--- src/rtl/mul_div_unit.sv ---
// Iterative RV64M multiply/divide unit: one shift-add or restoring-divide step per cycle,
// followed by a sign-correction cycle. Division corner cases resolve without iterating.
module mul_div_unit #(
   parameter int DATA_W = 64,
   parameter int CNT_W  = 6
) (
   input  logic              clk_i,
   input  logic              rst_i,
   input  logic              start_i,
   input  logic [2:0]        funct3_i,
   input  logic [DATA_W-1:0] rs1_data_i,
   input  logic [DATA_W-1:0] rs2_data_i,
   input  logic [4:0]        rd_addr_i,
   input  logic              flush_i,
   output logic              busy_o,
   output logic              done_o,
   output logic [DATA_W-1:0] result_o,
   output logic [4:0]        rd_addr_o
);

   typedef enum logic [1:0] {S_IDLE, S_CALC, S_FIX, S_DONE} state_t;

   state_t              state_q, state_d;
   logic [2:0]          funct3_q;
   logic [4:0]          rd_q;
   logic                sign_a_q, sign_b_q;
   logic [DATA_W-1:0]   op_q;
   logic [2*DATA_W-1:0] acc_q;
   logic [CNT_W-1:0]    cnt_q;

   function automatic logic [DATA_W-1:0] neg_w(input logic neg, input logic [DATA_W-1:0] v);
      return neg ? (~v + DATA_W'(1)) : v;
   endfunction

   function automatic logic [2*DATA_W-1:0] neg_2w(input logic neg, input logic [2*DATA_W-1:0] v);
      return neg ? (~v + (2*DATA_W)'(1)) : v;
   endfunction

   // Operand decode at start
   logic              is_div, signed_a, signed_b, sa, sb, div_zero, div_ovf, special;
   logic [DATA_W-1:0] abs_a, abs_b, special_res;

   always_comb begin
      is_div      = funct3_i[2];
      signed_a    = (funct3_i != 3'b011) && !(funct3_i[2] && funct3_i[0]);
      signed_b    = (funct3_i == 3'b000) || (funct3_i == 3'b001) ||
                    (funct3_i == 3'b100) || (funct3_i == 3'b110);
      sa          = signed_a & rs1_data_i[DATA_W-1];
      sb          = signed_b & rs2_data_i[DATA_W-1];
      abs_a       = neg_w(sa, rs1_data_i);
      abs_b       = neg_w(sb, rs2_data_i);
      div_zero    = is_div && (rs2_data_i == '0);
      div_ovf     = is_div && !funct3_i[0] && (rs2_data_i == '1) &&
                    (rs1_data_i == {1'b1, {(DATA_W-1){1'b0}}});
      special     = div_zero || div_ovf;
      special_res = rs1_data_i;
      if (div_zero && !funct3_i[1]) special_res = '1;
      else if (!div_zero && funct3_i[1]) special_res = '0;
   end

   // One iteration: acc holds {product_hi, multiplier} or {remainder, dividend/quotient}
   logic [DATA_W:0]     mul_sum, div_trial, div_diff;
   logic                div_ge;
   logic [2*DATA_W-1:0] step_acc;

   always_comb begin
      mul_sum   = {1'b0, acc_q[2*DATA_W-1:DATA_W]} + (acc_q[0] ? {1'b0, op_q} : '0);
      div_trial = {acc_q[2*DATA_W-1:DATA_W], acc_q[DATA_W-1]};
      div_diff  = div_trial - {1'b0, op_q};
      div_ge    = (div_trial >= {1'b0, op_q});
      if (funct3_q[2])
         step_acc = {(div_ge ? div_diff[DATA_W-1:0] : div_trial[DATA_W-1:0]),
                     acc_q[DATA_W-2:0], div_ge};
      else
         step_acc = {mul_sum, acc_q[DATA_W-1:1]};
   end

   // Sign correction and result select
   logic [2*DATA_W-1:0] prod_fix;
   logic [DATA_W-1:0]   fix_res;

   always_comb begin
      prod_fix = neg_2w(sign_a_q ^ sign_b_q, acc_q);
      case (funct3_q)
         3'b000:         fix_res = prod_fix[DATA_W-1:0];
         3'b100, 3'b101: fix_res = neg_w(sign_a_q ^ sign_b_q, acc_q[DATA_W-1:0]);
         3'b110, 3'b111: fix_res = neg_w(sign_a_q, acc_q[2*DATA_W-1:DATA_W]);
         default:        fix_res = prod_fix[2*DATA_W-1:DATA_W];
      endcase
   end

   always_comb begin
      state_d = state_q;
      case (state_q)
         S_IDLE:  if (start_i) state_d = special ? S_DONE : S_CALC;
         S_CALC:  if (cnt_q == '0) state_d = S_FIX;
         S_FIX:   state_d = S_DONE;
         S_DONE:  state_d = S_IDLE;
         default: state_d = S_IDLE;
      endcase
      if (flush_i) state_d = S_IDLE;
   end

   assign busy_o = (state_q != S_IDLE);
   assign done_o = (state_q == S_DONE);

   always_ff @(posedge clk_i or negedge rst_i) begin
      if (!rst_i) begin
         state_q   <= S_IDLE;
         funct3_q  <= '0;
         rd_q      <= '0;
         sign_a_q  <= 1'b0;
         sign_b_q  <= 1'b0;
         op_q      <= '0;
         acc_q     <= '0;
         cnt_q     <= '0;
         result_o  <= '0;
         rd_addr_o <= '0;
      end else begin
         state_q <= state_d;
         if (!flush_i) begin
            case (state_q)
               S_IDLE: if (start_i) begin
                  funct3_q <= funct3_i;
                  rd_q     <= rd_addr_i;
                  sign_a_q <= sa;
                  sign_b_q <= sb;
                  op_q     <= is_div ? abs_b : abs_a;
                  acc_q    <= {{DATA_W{1'b0}}, (is_div ? abs_a : abs_b)};
                  cnt_q    <= CNT_W'(DATA_W-1);
                  if (special) begin
                     result_o  <= special_res;
                     rd_addr_o <= rd_addr_i;
                  end
               end
               S_CALC: begin
                  acc_q <= step_acc;
                  cnt_q <= cnt_q - CNT_W'(1);
               end
               S_FIX: begin
                  result_o  <= fix_res;
                  rd_addr_o <= rd_q;
               end
               default: ;
            endcase
         end
      end
   end

endmodule

--- config.mk ---
export PLATFORM = sky130hd
export DESIGN_NAME = mul_div_unit
export DESIGN_NICKNAME = d
export VERILOG_FILES = /design/src/rtl/mul_div_unit.sv
export SDC_FILE = /design/constraint.sdc
export NUM_CORES = 2
export LEC_CHECK = 0
export BUFFER_PORTS_ARGS = -buffer_cell sky130_fd_sc_hd__buf_4
export CELL_PAD_IN_SITES_DETAIL_PLACEMENT = 1
export CELL_PAD_IN_SITES_GLOBAL_PLACEMENT = 2
export CORE_AREA = 2 2 327 329
export CTS_BUF_LIST = sky130_fd_sc_hd__clkbuf_8 sky130_fd_sc_hd__clkbuf_16
export CTS_CLUSTER_SIZE = 8
export DETAILED_ROUTE_END_ITERATION = 12
export DIE_AREA = 0 0 329 331
export PLACE_DENSITY = 0.68
export SYNTH_ARGS = -nofsm -noshare
export SYNTH_HDL_FRONTEND = slang
export SYNTH_SLANG_ARGS = --single-unit
--- constraint.sdc ---
create_clock -name clk_i -period 5.5 [get_ports clk_i]
set_input_delay 0.825 -clock clk_i [delete_from_list [all_inputs] [get_ports clk_i]]
set_output_delay 0.825 -clock clk_i [all_outputs]
set_load 0.02 [all_outputs]
# After elaboration in Yosys (flattened, before gate mapping)
# Index checks and enable logic that the tools add are counted.
[totals]
regBits = 279
latchBits = 0
ram_bits = 0
mem_bits_ro = 0
word_cells = 103
n_memories = 0
[op_classes]
add_sub_neg = 8
n_mul = 0
n_div = 0
magnitude_cmp = 1
eq_ne = 17
shifts = 0
muxes = 28
bitwise_logic = 9
reduce_logical = 30
[op_table]
columns = ["op", "count"]
rows = [
  ["64-bit 2-to-1 mux", 12],
  ["128-bit 2-to-1 mux", 3],
  ["64-bit by 1-bit adder with 64-bit output (second input constant)", 4],
  ["64-bit inverter", 4],
  ["128-bit case mux with 2 select lines", 1],
  ["64-bit case mux with 3 select lines", 1],
  ["128-bit by 1-bit adder with 128-bit output (second input constant)", 1],
  ["64-bit equality test (second input constant)", 2],
  ["128-bit inverter", 1],
  ["64-bit case mux with 2 select lines", 1],
  ["64-bit by 64-bit adder with 65-bit output", 1],
  ["65-bit by 64-bit greater-or-equal comparator with 1-bit output", 1],
  ["64-bit zero test", 1],
  ["64-bit subtractor", 1],
  ["3-bit equality test (second input constant)", 6],
  ["6-bit case mux with 2 select lines", 1],
  ["5-bit 2-to-1 mux", 2],
  ["5-bit case mux with 2 select lines", 1],
  ["1-bit logical AND", 8],
  ["2-bit 2-to-1 mux", 4],
  ["2-bit case mux with 4 select lines", 1],
  ["3-bit zero test", 2],
  ["6-bit zero test", 1],
  ["6-bit 2-to-1 mux", 1],
  ["other kinds (18)", 32],
]

# Logic depth before layout (Yosys ltp)
[depth]
ltp_word = 9
mapped_depth = 16
ltp_nobuf = 14

# Worst setup path before layout
# OpenSTA, ideal clock, no wires.
[synth_timing]
path_type = "register to register"
from = "register acc_q[0]"
to = "register acc_q[126]"
arrival_time_ps = 3737
t_required_ps = 5396
path_slack_ps = 1659
path_stages_with_launch = 16
period_less_slack_ps = 3841
cell_sequence = "dfrtp_1 inv_1 clkbuf_1 clkbuf_1 nor2_1 ha_1 clkbuf_1 nand4_1 o22a_1 o211ai_1 a21oi_1 o311ai_0 a221oi_1 o21a_1 or3_1 a221oi_1"
[synth_between]
elab_chain_cells = 4
[synth_lines]
columns = ["item", "line", "text"]
rows = [
  ["start, declared", "28", "logic [2*DATA_W-1:0] acc_q;"],
  ["start signal, assigned", "129", "acc_q <= {{DATA_W{1'b0}}, (is_div ? abs_a : abs_b)};"],
  ["start signal, assigned", "137", "acc_q <= step_acc;"],
  ["64-bit 2-to-1 mux", "67", "mul_sum = {1'b0, acc_q[2*DATA_W-1:DATA_W]} + (acc_q[0] ? {1'b0, op_q} : '0);"],
  ["64-bit by 64-bit adder with 65-bit output", "67", ""],
  ["128-bit 2-to-1 mux", "71", "if (funct3_q[2])"],
  ["128-bit case mux with 2 select lines", "122", "case (state_q)"],
]
# Every way passes these cells.
# A chain may end at the register's enable or synchronous reset.

# Worst setup path in the final report
# Ends and elaborated chain as after synthesis.

==> run_results.csv <==
group,metric,value,unit
status,status,"completed",
global_route,grt_max_degree,111,
global_route,grt_overflow,0,
synth,yosys_warnings,0,
sta,finalSetupViolCount,0,
clocking,cts_buffer_depth,3,
global_route,grt_pass1_wl,235500,um
clocking,clk_pin_slew,0.06,ns
sta,rsz0062_at_grt,"false",
die,core_area,105000,sq um
worst_setup_path,critical-path-top-delay-family,"compound AO/OA/AOI/OAI gates",
die,dieArea,108900,sq um
clocking,postCtsSetupBuffers,0,
synth,ys.flop_type,"dfrtp_1",
synth,synthTopCellsByArea,"dfrtp_1 22%, a21oi_1 6.7%, o21ai_0 6.1%",
sta,slew_violations,0,
die,start_util,29.85,%
detailed_routing,drt_iter0_drc,3186,
finish,final_nets,4643,
worst_setup_path,worst-setup-path-type,"reg -> reg",
global_route,grt_pass1_vias,33800,
sta,slew_headroom,19.29,%
sta,max_freq,212.9,MHz
worst_setup_path,path_cells,"inv_2 -> buf_4 -> buf_4 -> nor2_1 -> ha_1 -> a21oi_1 -> nor2b_1 -> nor3_1 -> nor2_1 -> o41a_1 -> a221o_1 -> a221oi_1 -> a2111oi_0 -> or3_1 -> a221oi_1",
detailed_routing,remaining_drc_errors,0,
worst_setup_path,critPathBufInv,3,
synth,synth.distinct_cells,92,
clocking,clock_latency,0.62,ns
die,rows,119,
finish,syn_to_final_growth,14.07,%
global_route,grt_antenna_before_repair,7,
clocking,cts_hold_buf,0,
worst_setup_path,worstPathRequired,6.00,ns
detailed_routing,wl_per_cell,28.04,um
sta,fin_tns_setup,0,ns
worst_setup_path,cpPeakStageDelay,0.62,ns
clocking,cts_buffers,42,
worst_setup_path,start_kind,"flop",
clocking,cts_sinks,279,
sta,fin_crit_sh,85.42,%
synth,synth.avg_cell_area,7.296,sq um
finish,multiInputGateArea,22670,sq um
place,gp_congestion,0.9827,
power_and_ir_drop,ir_drop,0.0003210,V
synth,synth_edf_count,0,
power_and_ir_drop,leakagePower,14.66,nW
sta,worstMarginPinSlew,1.211,ns
die,die_y,331,um
worst_setup_path,cp_max_fo,34,
die,fp.dieW,329,um
sta,skew,0.03168,ns
finish,seq_area,6987,sq um
die,io_pins,211,
worst_setup_path,cp_slowest_cell,"a221oi_1",
place,port_buffers,210,
synth,synth_fp_nets,4575,
synth,async_flop_share,100.0,%
synth,synth_seq_cells,279,
worst_setup_path,endpoint_kind,"flop",
synth,synth_cells,4294,
global_route,grt_util_all_layers,29.03,%
place,pre_cts_ws,0.6697,ns
detailed_routing,routed_via_density,5.925,
run,cap_viol_max_count,0,
place,hpwl,129900,um
detailed_routing,ant_nets,0,
worst_setup_path,cp.arrival,5.20,ns
detailed_routing,vias,34180,
power_and_ir_drop,total_power,26.19,mW
synth,synth_area,31330,sq um
min_path,min_path_type,"in -> async",
synth,seq_area_frac_synth,22.29,%
finish,drive_gt1_share,12.43,%
detailed_routing,wl,161700,um
sta,min_period,4.698,ns
synth,synth_top_area_cell,"dfrtp_1",
detailed_routing,firstDrtPassIters,6,
finish,fillers,12910,
clocking,root_buffer,"clkbuf_16",
clocking,cts_tree,"yes",
clocking,cts_resized,0,
sta,final-hold-violation-count,0,
sta,worst_slack,0.8022,ns
clocking,cts-htree-levels,2,
synth,synth_top_area_share,22.29,%
power_and_ir_drop,powerDensity,732.9,nW/um^2
[flip-flops by register name (all words and copies together), names as in the netlist]
register   flops
sign_b_q       1
sign_a_q       1
funct3_q       3
rd_q           5
state_q        2
cnt_q          6
rd_addr_o      5
result_o      64
acc_q        128
op_q          64
[report_power, final]
| part | internal, mW | switching, mW | total [mW] |
|---|---|---|---|
| clock | 1.40 | 1.09 | 2.49 |
| combinational | 6.52 | 12.7 | 19.3 |
| sequential | 2.93 | 1.51 | 4.44 |
[layer usage]
metal / vias to the layer above / global-route usage [%] / share of wire [%]
met4: 2 / 13.00 / 4.9
met2: 1120 / 44.67 / 43
met1: 17010 / 40.76 / 46
li1: 15820 / - / -
met3: 225 / 3.243 / 5.4
met5: - / 0 / 0.011
[cell usage in the layout, fill, tap and decap left out, types with 33 or more instances in the layout]
| cell | n |
|---|---|
| nor4_1 | 51 |
| inv_1 | 134 |
| a31oi_1 | 43 |
| mux2_2 | 52 |
| o221ai_1 | 66 |
| o211ai_1 | 36 |
| buf_4 | 347 |
| nand4_1 | 83 |
| or4_1 | 33 |
| a21o_1 | 64 |
| a22oi_1 | 37 |
| a21oi_1 | 420 |
| xnor2_1 | 196 |
| xor2_1 | 182 |
| o21ai_0 | 380 |
| nand3_1 | 91 |
| or3_1 | 39 |
| o31ai_1 | 43 |
| nor2_1 | 462 |
| dfrtp_1 | 277 |
| nand2_1 | 427 |
| a211oi_1 | 61 |
| mux2i_1 | 76 |
| ha_1 | 137 |
| nor3_1 | 106 |
| clkbuf_16 | 42 |
[final timing paths]
check | slack [ns] | cells past startpoint | from | to
min | 0.20 | 1 | rst_i | acc_q[11]
max reg2reg | 0.80 | 15 | acc_q[0] | acc_q[126]
max | 0.80 | 15 | acc_q[0] | acc_q[126]
max in group asynchronous | 4.01 | 2 | rst_i | acc_q[126]
min in group clk_i | 0.41 | 3 | rd_addr_i[2] | rd_q[2]
min reg2reg | 0.48 | 2 | rd_q[1] | rd_q[1]
[cell usage after synthesis, types with 15 or more instances]
cell type	number
a21o_1	64
o21ai_0	380
o21a_1	28
or4_1	33
clkbuf_1	280
or2_2	23
nand2_1	430
buf_1	22
dfrtp_1	279
o211ai_1	36
or3_1	40
o31ai_2	15
o21bai_1	25
nor3_1	106
o41ai_1	17
o22ai_1	28
a211oi_1	61
inv_1	125
mux2i_1	76
nand3_1	91
nand4_1	83
nand2b_1	26
a221oi_1	24
xnor2_1	197
maj3_1	23
ha_1	139
o21ai_1	17
mux2_2	52
xor2_1	183
a21oi_1	421
o221ai_1	66
and3_1	27
a22oi_1	37
nor2_1	467
nor4_1	51
o31ai_1	43
a31oi_1	43
buf_2	19
[cells by family (layout without fill, tap and decap cells)]
family	after synthesis	after routing	share of synthesized area [%]
muxes	128	128	4.297
AOI/OAI and AO/OA	1422	1422	28.60
buffers and inverters	456	539	5.659
and+or+nand+nor	1465	1465	22.13
adders and majority gates	164	164	6.414
DFF	279	279	22.29
xor gates and xnor gates	380	380	10.62
other	0	1	0
[per-stage QoR]
stage	util (%)	cells	area (sq um)	hold WS (ns)
after floorplan	-	4294	31330	0.4454
after global placement	32.93	5709	34570	0.4578
after global routing	34.04	5768	35730	0.2455
final	34.04	5769	35740	0.1954
after detailed placement	32.93	5709	34570	0.4657
after CTS	34.04	5768	35730	0.2582
[worst register-to-register path: cells and delay by family (launching register included)]
family,cells,cell delay [ns]
and+or+nand+nor,5,0.80
DFF,1,0.47
adders and majority gates,1,0.39
AOI/OAI and AO/OA,6,1.95
buffers and inverters,3,1.01
[cell type report]
cell class,count,area share [%]
antenna,1,0.007002
clock buffer,45,3.057
clock inverter,14,0.2136
inverter,129,1.355
multi-input combinational,3559,63.45
sequential,279,19.55
tap,1391,4.870
timing repair buffer,351,7.499
(Power assumes the default switching activity.)
